--- src/rtl/register_file.sv ---
// General-purpose CPU register file for the decode stage.
// 2**ADDR entries of BUS_W bits, two combinational read ports (rs, rt) and one
// synchronous write port (rd). Register 0 is hardwired to zero.
module register_file #(
  parameter int unsigned ADDR  = 5,
  parameter int unsigned BUS_W = 32
) (
  input  logic             clk,
  input  logic             rst,
  input  logic             r_write,
  input  logic [ADDR-1:0]  rd_addr,
  input  logic [BUS_W-1:0] rd_w_data,
  input  logic [ADDR-1:0]  rs_addr,
  input  logic [ADDR-1:0]  rt_addr,
  output logic [BUS_W-1:0] rs_data,
  output logic [BUS_W-1:0] rt_data
);

  localparam int unsigned Depth = 2 ** ADDR;

  logic [BUS_W-1:0] regs_q [Depth];

  // Storage update: synchronous clear has priority; writes to register 0 are dropped.
  always_ff @(posedge clk) begin
    if (rst) begin
      for (int i = 0; i < Depth; i++) begin
        regs_q[i] <= '0;
      end
    end else if (r_write && (rd_addr != '0)) begin
      regs_q[rd_addr] <= rd_w_data;
    end
  end

  // Read ports: zero-latency, no write-through bypass, register 0 forced to zero.
  always_comb begin
    rs_data = '0;
    rt_data = '0;
    if (rs_addr != '0) rs_data = regs_q[rs_addr];
    if (rt_addr != '0) rt_data = regs_q[rt_addr];
  end

endmodule

--- config.mk ---
export PLATFORM = sky130hd
export DESIGN_NAME = register_file
export DESIGN_NICKNAME = d
export VERILOG_FILES = /design/src/rtl/register_file.sv
export SDC_FILE = /design/constraint.sdc
export NUM_CORES = 2
export LEC_CHECK = 0
export BUFFER_PORTS_ARGS = -buffer_cell sky130_fd_sc_hd__buf_4
export CORE_AREA = 3 3 279 336
export CTS_CLUSTER_DIAMETER = 50
export DETAILED_ROUTE_END_ITERATION = 7
export DIE_AREA = 0 0 282 339
export PLACE_DENSITY = 0.76
export SLEW_MARGIN = 25
export SYNTH_ARGS = -nofsm -noshare
export SYNTH_HDL_FRONTEND = slang
export SYNTH_SLANG_ARGS = --single-unit
--- constraint.sdc ---
create_clock -name clk -period 8.4 [get_ports clk]
set_input_delay 1.68 -clock clk [delete_from_list [all_inputs] [get_ports clk]]
set_output_delay 1.68 -clock clk [all_outputs]
set_load 0.01 [all_outputs]
==> metrics.md <==
| Metric | Value |
|---|---|
| Status | `finished, final reports clean` |
| FF/Latch Area | `0.0307 mm^2` |
| Max-slew violation count | `0` |
| CTS Sinks | `1024` |
| Port bufs | `113` |
| Max FFs per register | `1024` |
| Cells after synthesis | `3502` |
| Largest net degree at the start of global routing | `114` |
| Worst setup SP type | `primary input` |
| Slew @ Worst Pin | `1050 ps` |
| GRT Total Usage | `36.4%` |
| Post-CTS Setup Bufs | `0` |
| Vias in the first global route | `36300` |
| CTS tree | `done` |
| Area contributors post-synth | `edfxtp_1 (57%), mux4_2 (20%), and2_1 (11%)` |
| Setup Crit Path Kind | `in2out` |
| Leakage Power | `20.6 nW` |
| Period utilization | `80.3%` |
| Cts bufs inserted | `112` |
| Core area | `0.0907 mm^2` |
| Minimum clock period | `6750 ps` |
| Number of setup violations in the final report | `0` |
| Reg with most FFs | `regs_q` |
| Area of the multi-input gates | `0.0219 mm^2` |
| RSZ-0062 raised after global routing | `false` |
| Critical Path Sink Type | `output port` |
| # fillers | `6158` |
| Area leader, netlist | `edfxtp_1` |
| Die Area | `0.0956 mm^2` |
| Syn_area_per_cell | `15.5 um^2` |
| Antenna violations before repair | `10` |
| Top flop regs | `regs_q: 1024 flops` |
| CTS Root Cell | `clkbuf_16` |
| VDD IR max | `182 uV` |
| Final non-filler cell total | `4743` |
| CP max FO | `42` |
| Post-synthesis register bit count | `1024` |
| Iteration-0 DRC Markers | `5191` |
| Hold_buf cts | `0` |
| Post_cts resized | `0` |
| Final hold vios | `0` |
| DP HPWL | `102 mm` |
| Leading cell type in the layout, fill and taps excluded | `edfxtp_1` |
| Critical path required time | `6720 ps` |
| Detail Route Antenna Nets | `0` |
| Leading cell types in the layout, fill and taps excluded | `edfxtp_1 (1024), and2_1 (994), mux4_2 (472), buf_4 (204), mux2i_1 (150)` |
| CP arrival | `5070 ps` |
| First-pass GRT wire length | `247 mm` |
| Layout cells sized above 1 | `26.8%` |
| Starting Density | `59.8%` |
| Die Ht | `339 um` |
| DR vias | `34800` |
| Max Cap Violations | `0` |
| Sequential fraction of the synthesis area | `56.7%` |
| IO Pins | `114` |
| CTS Buffer Depth | `3` |
| Core Rows | `121` |
| Htree depth | `3` |
| Synth top area share | `56.7%` |
| # placed instances | `4531` |
| F_max | `148 MHz` |
| Vias/cell | `7.34` |
| Worst Hold Class | `in2reg` |
| Syn-to-layout area delta | `9.83%` |
| Dominant synthesized flop cell | `edfxtp_1` |
| Synth unique cells | `42` |
| Final nets | `3528` |
| Post-Syn Area | `0.0542 mm^2` |
| WL/cell | `36.5 um` |
| DRT Pass-1 Iters | `7` |
| CTS clk-pin slew, worst paths | `60 ps` |
| Synth async-reset ratio | `0%` |
| Slew HR | `28.1%` |
| DR DRC count | `0` |
| Setup TNS | `0 ps` |
| Total Wirelength | `173 mm` |
| Grt ovf | `0` |
| Die X | `282 um` |
| Routability cong. | `0.897` |
| Post-synth EDFFs | `1024` |
| Yosys warns | `0` |
| Pwr Density | `209 mW/mm^2` |
-- per-layer routing --
| metal | vias to the layer above | share of wire [%] | track usage, % |
|---|---|---|---|
| li1 | 13500 | - | - |
| met1 | 17600 | 32 | 45.9 |
| met2 | 3007 | 47 | 55.9 |
| met3 | 656 | 13 | 8.83 |
| met4 | 6 | 7.7 | 25.3 |
| met5 | - | 0.021 | 0 |
-- power by group --
| part | switching [W] | internal, W |
|---|---|---|
| Sequential | 0.000162 | 0.00591 |
| Combinational | 0.000855 | 0.000629 |
| Clock | 0.00206 | 0.00281 |
-- through the flow --
stage                     instance area [um^2]  util (%)  total power, W  hold slack (ps)  setup slack, ps
after CTS                                59500      65.6          0.0124             1480             1840
final                                    59600      65.7          0.0124             1510             1650
after global routing                     59600      65.7          0.0127             1520             1620
after floorplan                          54300         -         0.00701             1880             3370
after global placement                   55900      61.6         0.00755             2180             1860
after detailed placement                 55900      61.7         0.00761             2210             1860
-- synth_stat cells, drive strengths merged, types with 12 or more instances --
cell     count
a22o        51
mux2i      150
nor2        36
mux2        30
and2       995
or2         33
clkbuf     272
mux4       472
buf        115
a21oi       12
o22ai      103
nor3        54
nor2b       14
edfxtp    1024
a22oi       16
a2111oi     55
-- cell families after synthesis --
kind of cell	count (synthesis)	synth area share (%)
simple gates	1177	13.3
flops	1024	56.7
mux	652	23.0
buf+inv	389	3.31
compound gates	259	3.65
other cells	1	0.00691
-- final cells by class --
type / instances / area share (%)
Antenna cell: 7 / 0.0294
Sequential cell: 1024 / 51.6
Clock buffer: 136 / 4.96
Clock inverter: 68 / 1.07
Inverter: 2 / 0.0126
Tap cell: 1168 / 2.45
Multi-Input combinational cell: 2120 / 36.8
Timing Repair Buffer: 218 / 3.00
-- critical path, stage by stage --
cell and delay, ps:
buf_4 690, and2_2 930, buf_4 450, a22o_1 210, a2111oi_1 90, nor3_1 730, buf_4 250
-- worst paths after layout --
path | from | endpoint | slack (ps) | cells past startpoint
max | rs_addr[1] | rs_data[13] | 1650 | 7
min | rd_w_data[3] | regs_q[24][3]$_SDFFCE_PN0P_ | 1510 | 2
Power figures use the tool's default switching activity.
